File: config.mk
export PLATFORM = sky130hd
export DESIGN_NAME = greater_cmp_reg_flat
export DESIGN_NICKNAME = d
export VERILOG_FILES = /design/src/rtl/greater_cmp_reg_if.sv /design/src/rtl/greater_cmp_reg.sv /design/src/flat_wrapper.sv
export SDC_FILE = /design/constraint.sdc
export NUM_CORES = 1
export LEC_CHECK = 0
export CELL_PAD_IN_SITES_DETAIL_PLACEMENT = 2
export CELL_PAD_IN_SITES_GLOBAL_PLACEMENT = 2
export CORE_UTILIZATION = 28
export CTS_BUF_LIST = sky130_fd_sc_hd__clkbuf_4 sky130_fd_sc_hd__clkbuf_8
export CTS_CLUSTER_DIAMETER = 50
export CTS_CLUSTER_SIZE = 25
export DETAILED_ROUTE_END_ITERATION = 10
export GPL_TIMING_DRIVEN = 0
export PLACE_DENSITY_LB_ADDON = 0.12
export RECOVER_POWER = 25
export SYNTH_ARGS = -nofsm -noshare
export SYNTH_HDL_FRONTEND = slang
export SYNTH_SLANG_ARGS = --single-unit
File: constraint.sdc
create_clock -name clk -period 2 [get_ports clk]
set_clock_uncertainty 0.1 [all_clocks]
set_input_delay 0.4 -clock clk [delete_from_list [all_inputs] [get_ports clk]]
set_output_delay 0.4 -clock clk [all_outputs]
set_load 0.05 [all_outputs]
File: src/rtl/greater_cmp_reg_if.sv
// rtl/greater_cmp_reg_if.sv - sample/result bundle for the registered magnitude comparator
interface greater_cmp_reg_if #(
   parameter int WIDTH     = 4,
   parameter int CNT_WIDTH = 16
);
   // sample side
   logic                 in_valid;
   logic [WIDTH-1:0]     a;
   logic [WIDTH-1:0]     b;
   logic                 signed_mode;
   logic                 cnt_clr;

   // result side
   logic                 out_valid;
   logic                 greater;
   logic                 equal;
   logic                 less;
   logic [CNT_WIDTH-1:0] greater_cnt;
   logic                 cnt_sat;

   // stimulus source drives samples and watches results
   modport master (
      output in_valid, a, b, signed_mode, cnt_clr,
      input  out_valid, greater, equal, less, greater_cnt, cnt_sat
   );

   // comparator consumes samples and produces results
   modport slave (
      input  in_valid, a, b, signed_mode, cnt_clr,
      output out_valid, greater, equal, less, greater_cnt, cnt_sat
   );
endinterface

File: src/rtl/greater_cmp_reg.sv
// rtl/greater_cmp_reg.sv - registered a/b comparator with saturating greater count; optional GREATER_CMP_SIGNED_EN adds two's-complement compare
module greater_cmp_reg #(
   parameter int WIDTH     = 4,
   parameter int CNT_WIDTH = 16
) (
   input logic              clk,
   input logic              reset,
   greater_cmp_reg_if.slave bus
);

   localparam logic [CNT_WIDTH-1:0] CNT_MAX = '1;

   logic [WIDTH-1:0]     a_cmp;
   logic [WIDTH-1:0]     b_cmp;
   logic                 gt_c;
   logic                 eq_c;
   logic                 lt_c;

   logic                 valid_q;
   logic                 valid_d;
   logic [2:0]           flags_q;   // {greater, equal, less}
   logic [2:0]           flags_d;
   logic [CNT_WIDTH-1:0] cnt_q;
   logic [CNT_WIDTH-1:0] cnt_d;
   logic                 sat_q;
   logic                 sat_d;

`ifdef GREATER_CMP_SIGNED_EN
   logic [WIDTH-1:0] sign_flip;

   // Flipping the sign bit maps two's-complement onto offset binary, so a
   // single unsigned comparator serves both modes.
   always_comb begin
      sign_flip            = '0;
      sign_flip[WIDTH-1]   = bus.signed_mode;
      a_cmp                = bus.a ^ sign_flip;
      b_cmp                = bus.b ^ sign_flip;
   end
`else
   logic unused_signed_mode;

   // Operands compared as-is; signed_mode has no effect in this build.
   always_comb begin
      a_cmp = bus.a;
      b_cmp = bus.b;
   end

   assign unused_signed_mode = bus.signed_mode;
`endif

   // Combinational compare of the conditioned operands.
   always_comb begin
      gt_c = (a_cmp > b_cmp);
      eq_c = (a_cmp == b_cmp);
      lt_c = (a_cmp < b_cmp);
   end

   // Next state: flags capture on a valid sample and hold otherwise; the
   // counter clear wins over a same-cycle increment.
   always_comb begin
      valid_d = bus.in_valid;
      flags_d = flags_q;
      cnt_d   = cnt_q;
      sat_d   = sat_q;

      if (bus.in_valid) begin
         flags_d = {gt_c, eq_c, lt_c};
      end

      if (bus.cnt_clr) begin
         cnt_d = '0;
         sat_d = 1'b0;
      end else if (bus.in_valid && gt_c && (cnt_q != CNT_MAX)) begin
         cnt_d = cnt_q + 1'b1;
         sat_d = sat_q | (cnt_d == CNT_MAX);
      end
   end

   // State registers; reset discards any sample in flight.
   always_ff @(posedge clk or posedge reset) begin
      if (reset) begin
         valid_q <= 1'b0;
         flags_q <= 3'b000;
         cnt_q   <= '0;
         sat_q   <= 1'b0;
      end else begin
         valid_q <= valid_d;
         flags_q <= flags_d;
         cnt_q   <= cnt_d;
         sat_q   <= sat_d;
      end
   end

   assign bus.out_valid   = valid_q;
   assign bus.greater     = flags_q[2];
   assign bus.equal       = flags_q[1];
   assign bus.less        = flags_q[0];
   assign bus.greater_cnt = cnt_q;
   assign bus.cnt_sat     = sat_q;

endmodule

File: src/flat_wrapper.sv
// flat-port wrapper written by rule: the top's interface ports become plain ports
module greater_cmp_reg_flat 
#(
   parameter int WIDTH     = 4,
   parameter int CNT_WIDTH = 16
)
  (clk, reset, bus_in_valid, bus_a, bus_b, bus_signed_mode, bus_cnt_clr, bus_out_valid, bus_greater, bus_equal, bus_less, bus_greater_cnt, bus_cnt_sat);
  greater_cmp_reg_if #(.WIDTH(WIDTH), .CNT_WIDTH(CNT_WIDTH)) bus_i ();
  input logic clk;
  input logic reset;
  input wire logic [$bits(bus_i.in_valid)-1:0] bus_in_valid;
  input wire logic [$bits(bus_i.a)-1:0] bus_a;
  input wire logic [$bits(bus_i.b)-1:0] bus_b;
  input wire logic [$bits(bus_i.signed_mode)-1:0] bus_signed_mode;
  input wire logic [$bits(bus_i.cnt_clr)-1:0] bus_cnt_clr;
  output wire logic [$bits(bus_i.out_valid)-1:0] bus_out_valid;
  output wire logic [$bits(bus_i.greater)-1:0] bus_greater;
  output wire logic [$bits(bus_i.equal)-1:0] bus_equal;
  output wire logic [$bits(bus_i.less)-1:0] bus_less;
  output wire logic [$bits(bus_i.greater_cnt)-1:0] bus_greater_cnt;
  output wire logic [$bits(bus_i.cnt_sat)-1:0] bus_cnt_sat;
  assign bus_i.in_valid = bus_in_valid;
  assign bus_i.a = bus_a;
  assign bus_i.b = bus_b;
  assign bus_i.signed_mode = bus_signed_mode;
  assign bus_i.cnt_clr = bus_cnt_clr;
  assign bus_out_valid = bus_i.out_valid;
  assign bus_greater = bus_i.greater;
  assign bus_equal = bus_i.equal;
  assign bus_less = bus_i.less;
  assign bus_greater_cnt = bus_i.greater_cnt;
  assign bus_cnt_sat = bus_i.cnt_sat;
  greater_cmp_reg #(.WIDTH(WIDTH), .CNT_WIDTH(CNT_WIDTH)) u_core (.clk(clk), .reset(reset), .bus(bus_i));
endmodule
==> Yosys cells after proc, flatten, opt, wreduce, memory -nomap -nowiden <==
Cells that the tools add are included.
{ "op_classes": {"eq_ne": 3, "mux": 4, "n_bitwise": 1, "n_addsub": 1, "n_reduce_logical": 3, "n_lt_le_gt_ge": 2} }
{ "op_table": {"columns": ["cell", "n"], "rows": [
  ["16-bit 2-to-1 mux", 2],
  ["16-bit by 1-bit adder with 16-bit output, second input constant", 1],
  ["16-bit == test, second input constant", 1],
  ["16-bit inequality test, second input constant", 1],
  ["4-bit == test", 1],
  ["4-bit greater-than comparator", 1],
  ["4-bit < comparator", 1],
  ["1-bit logical AND", 2],
  ["1-bit 2-to-1 mux", 2],
  ["2-bit nonzero test", 1],
  ["1-bit bitwise OR", 1]
]} }
{ "word_totals": {"register_bits": 21, "input_bits": 13} }

==> Logic depth before layout (Yosys ltp) <==
{ "depth": {"word_depth": 5, "mapped_depth": 8, "depth_no_buf": 7} }

==> Worst setup path after synthesis <==
OpenSTA, ideal clock, no wires.
{ "synth_timing": {"kind": "reg-to-reg", "start": "register u_core.cnt_q[1] (netlist: u_core.bus.greater_cnt[1])", "end": "register u_core.cnt_q[13] (netlist: u_core.bus.greater_cnt[13])", "period_less_slack_ps": 2405, "stages_incl_launch_ff": 9, "t_arrival_ps": 2179, "setup_slack_ps": -405, "path_buffers": 2, "cell_sequence": "dfrtp_1 ha_1 nand3_2 or2_1 buf_2 nor4_4 buf_4 nor4_1 mux2_4"} }
{ "synth_between": {"elab_chain_cells": 3, "elab_cells_between_ends": 6} }
{ "synth_lines": {"columns": ["item", "line_no", "text"], "rows": [
  ["start, declared", "greater_cmp_reg.sv:23", "logic [CNT_WIDTH-1:0] cnt_q;"],
  ["start signal, assigned", "greater_cmp_reg.sv:89", "cnt_q <= cnt_d;"],
  ["16-bit by 1-bit adder with 16-bit output / 16-bit inequality test (equally long branches)", "greater_cmp_reg.sv:74, greater_cmp_reg.sv:73", null],
  ["16-bit 2-to-1 mux / 1-bit logical AND (equally long branches)", "greater_cmp_reg.sv:73", "end else if (bus.in_valid && gt_c && (cnt_q != CNT_MAX)) begin"],
  ["16-bit 2-to-1 mux / 2-bit nonzero test (equally long branches)", null, null]
]} }
Parallel ways exist; a longest one is shown, timed or not. The select of a mux whose other input is x is not followed.
A chain may end at the register's enable or synchronous reset.

==> Final worst setup path <==
{ "layout_timing": {"start": "input port bus_cnt_clr", "end": "register u_core.sat_q (netlist: u_core.bus.cnt_sat)"} }
{ "layout_between": {"elab_chain_cells": 1, "elab_cells_between_ends": 2} }
{ "layout_lines": {"columns": ["item", "line_no", "text"], "rows": [
  ["start, declared", "flat_wrapper.sv:15", "input wire logic [$bits(bus_i.cnt_clr)-1:0] bus_cnt_clr;"],
  ["1-bit 2-to-1 mux / 2-bit nonzero test (equally long branches)", null, null],
  ["end signal, assigned", "greater_cmp_reg.sv:90", "sat_q <= sat_d;"],
  ["end, declared", "greater_cmp_reg.sv:25", "logic sat_q;"]
]} }
Parallel ways exist; a longest one is shown, timed or not.

==> results <==
==> what timing repair did <==
item / in CTS / in global routing
resized for setup: 80 / 54
pin swaps: 31 / 25
endpoints found under the setup margin: 29 / 19
setup buffers: 25 / 7
hold buffers: 0 / 0
endpoints found under the hold margin: 0 / 0
cloned: 3 / 0
==> routing by layer <==
| metal | up-vias | global-route usage (%) |
|---|---|---|
| met3 | 15 | 2.14 |
| met2 | 44 | 45.5 |
| met4 | 0 | 7.55 |
| met1 | 821 | 32.2 |
| met5 | - | 0 |
| li1 | 745 | - |
==> cell type report <==
class	count	area [µm²]	area share [%]
well taps	70	87.6	3.28
inverters	12	47.5	1.78
repair buffers	66	626	23.4
multi-input cells	120	1200	44.9
clock buffers	4	48.8	1.82
flip-flops and latches	21	539	20.2
plain buffers	12	124	4.63
==> cells in the final DEF, fill, tap and decap left out, drive strengths merged, types with 2 or more instances in the layout <==
| cell | n |
|---|---|
| buf | 45 |
| dfrtp | 21 |
| a21oi | 14 |
| clkbuf | 14 |
| inv | 12 |
| dlygate4sd2 | 11 |
| nor2 | 11 |
| clkdlybuf4s50 | 10 |
| nor4 | 10 |
| nor2b | 9 |
| mux2 | 8 |
| nand3 | 8 |
| nand4 | 7 |
| nand2 | 7 |
| ha | 6 |
| o31ai | 6 |
| or4 | 5 |
| o21ai | 4 |
| o211ai | 2 |
| nand4b | 2 |
| nand3b | 2 |
| or3 | 2 |
| nor4b | 2 |
==> state kept, by name (all words and copies together) (netlist names) <==
register / flops
u_core.bus.cnt_sat: 1
u_core.bus.out_valid: 1
u_core.bus.greater_cnt: 16
u_core.flags_q: 3
==> stage by stage <==
step                std cells  TNS [ns]  area, µm²
floorplan                 166     -1.29       1590
global placement          268    -13.68       1990
detailed placement        268    -15.05       1990
CTS                       300     -2.03       2530
global route              305     -1.66       2670
finish                    305    -0.827       2670
==> where the power goes <==
group	switching (µW)	internal [µW]	total, µW
registers	7.50	435	443
clock network	165	156	321
logic	159	123	281
total	331	714	1050
==> worst max-delay path, cell delays in order <==
cell             delay (ns)
clkdlybuf4s50_1        0.59
clkbuf_1               0.34
nor4b_1                0.51
nand4_1                0.17
o31ai_1                0.21
==> logic make-up after synthesis <==
group,Yosys count
flip-flops,21
multiplexers,9
AND/OR/NAND/NOR,71
AO/OA/AOI/OAI,32
buffers and inverters,25
XOR/XNOR,2
adder cells (fa/ha/maj),6
==> worst min-delay path by stage <==
stage          cells after the start                    to                from
6_report                           1  u_core.bus.out_valid        bus_in_valid
5_1_grt                            1  u_core.bus.out_valid        bus_in_valid
4_1_cts                            2    u_core.bus.cnt_sat  u_core.bus.cnt_sat
3_5_place_dp                       2    u_core.bus.cnt_sat  u_core.bus.cnt_sat
3_3_place_gp                       2    u_core.bus.cnt_sat  u_core.bus.cnt_sat
2_1_floorplan                      1    u_core.bus.cnt_sat               reset
==> results.sh <==
export IMPL_run_status="complete, but fails checks"
export IMPL_violations="setup timing"
export IMPL_first_pass_iters=4
export IMPL_ys_types=41
export IMPL_maxSlewViolCount=0
export IMPL_synth_compound_area_share_pct=13.4
export IMPL_n_antenna_cell=0
export IMPL_rsz0062_at_grt="yes"
export IMPL_power_density_nw_per_um2=391
export IMPL_yosysMostFrequentCell="dfrtp_1"
export IMPL_worst_hold_path_type="input pin to register"
export IMPL_syn_to_final_growth_pct=78.7
export IMPL_arrival_ns=2.23
export IMPL_required_ns=2.08
export IMPL_dieHeight_um=75.1
export IMPL_drc_errors=0
export IMPL_antenna_found_initial=0
export IMPL_synth_adder_area_share_pct=5.02
export IMPL_grt_pass1_vias=1755
export IMPL_cts_tree="built"
export IMPL_synth_cells=166
export IMPL_wl_met1_mm=2.78
export IMPL_synth_commonest_cells="dfrtp_1, a21oi_1, inv_1"
export IMPL_post_drt_via_cell_ratio=5.33
export IMPL_port_buffers=32
export IMPL_cts_root_buf="clkbuf_8"
export IMPL_final_core_util_pct=52.0
export IMPL_worst_pin_slew_ns=0.907
export IMPL_met3WireLength_um=196
export IMPL_max_freq_ghz=0.466
export IMPL_muxShareOfSynthArea_pct=8.70
export IMPL_peakVddDrop_mv=0.238
export IMPL_cp_max_fo=10
export IMPL_num_vias=1625
export IMPL_die_x_um=75.1
export IMPL_fin_hold_ws_ns=0.261
export IMPL_worst_r2r_cell_count=6
export IMPL_grt_total_usage_pct=25.4
export IMPL_synth_top_area_cell="dfrtp_1"
export IMPL_synth_xor_area_share_pct=1.17
export IMPL_rr_startpoint="u_core.bus.greater_cnt[4]"
export IMPL_period_share_pct=107
export IMPL_rows=26
export IMPL_hold_viol_final=0
export IMPL_async_flop_share_pct=100
export IMPL_synth_edf_count=0
export IMPL_p_total_uw=1050
export IMPL_gp_congestion=0.788
export IMPL_final_min_clock_period_ns=2.15
export IMPL_clk_pin_slew_ns=0.09
export IMPL_num_io_pins=34
export IMPL_nets=255
export IMPL_cts_buffers=3
export IMPL_yosysSeqAreaShare_pct=35.1
export IMPL_final_antenna_net_count=0
export IMPL_rr_endpoint="u_core.bus.cnt_sat"
export IMPL_r2r_slack_ns=-0.10
export IMPL_slew_headroom_pct=39.5
export IMPL_die_area_um2=5640
export IMPL_setup_violations_final=15
export IMPL_htreeDepth=1
export IMPL_fillers=550
export IMPL_drt_total_wl_mm=6.77
export IMPL_drive_gt1_share_pct=52.8
export IMPL_grt_pass1_wl_mm=10.3
export IMPL_synth_avg_cell_area_um2=9.01
export IMPL_cts_sinks=21
export IMPL_synth_top_family_by_area="simple AND/OR/NAND/NOR gates"
export IMPL_start_util_pct=29.1
export IMPL_leakage_uw=0.00107
export IMPL_top_layer_used="met4"
export IMPL_ys_flop_type="dfrtp_1"
export IMPL_drv_cap=0
export IMPL_grt_max_degree=22
export IMPL_cts_buffer_depth=2
export IMPL_synthTopCellsByArea="dfrtp_1, mux2_4, ha_1"
export IMPL_cp_start_kind="input pin"
export IMPL_crit_path_end_kind="register"
export IMPL_layout_setup_ws_ns=-0.145
export IMPL_syn_cell_area_um2=1500
export IMPL_ys_ff_latch=21
export IMPL_synth_fp_nets=185
export IMPL_met2_length_mm=3.59
export IMPL_synth_simple_area_share_pct=29.3
export IMPL_synth_top_area_share_pct=35.1
export IMPL_synth_warnings=0
export IMPL_coreArea_um2=5140
export IMPL_insertion_delay_ns=0.27
export IMPL_path_class="input pin to register"
export IMPL_hpwl_mm=3.74
export IMPL_avgRoutedWirePerCell_um=22.2
export IMPL_drtIter0Drc=64
export IMPL_grt_ovfl_total=0
export IMPL_pre_cts_ws_ns=-0.898
export IMPL_cp_startpoint="bus_cnt_clr"
export IMPL_cp_endpoint="u_core.bus.cnt_sat"
No activity file was read; power rests on OpenSTA's default activity.
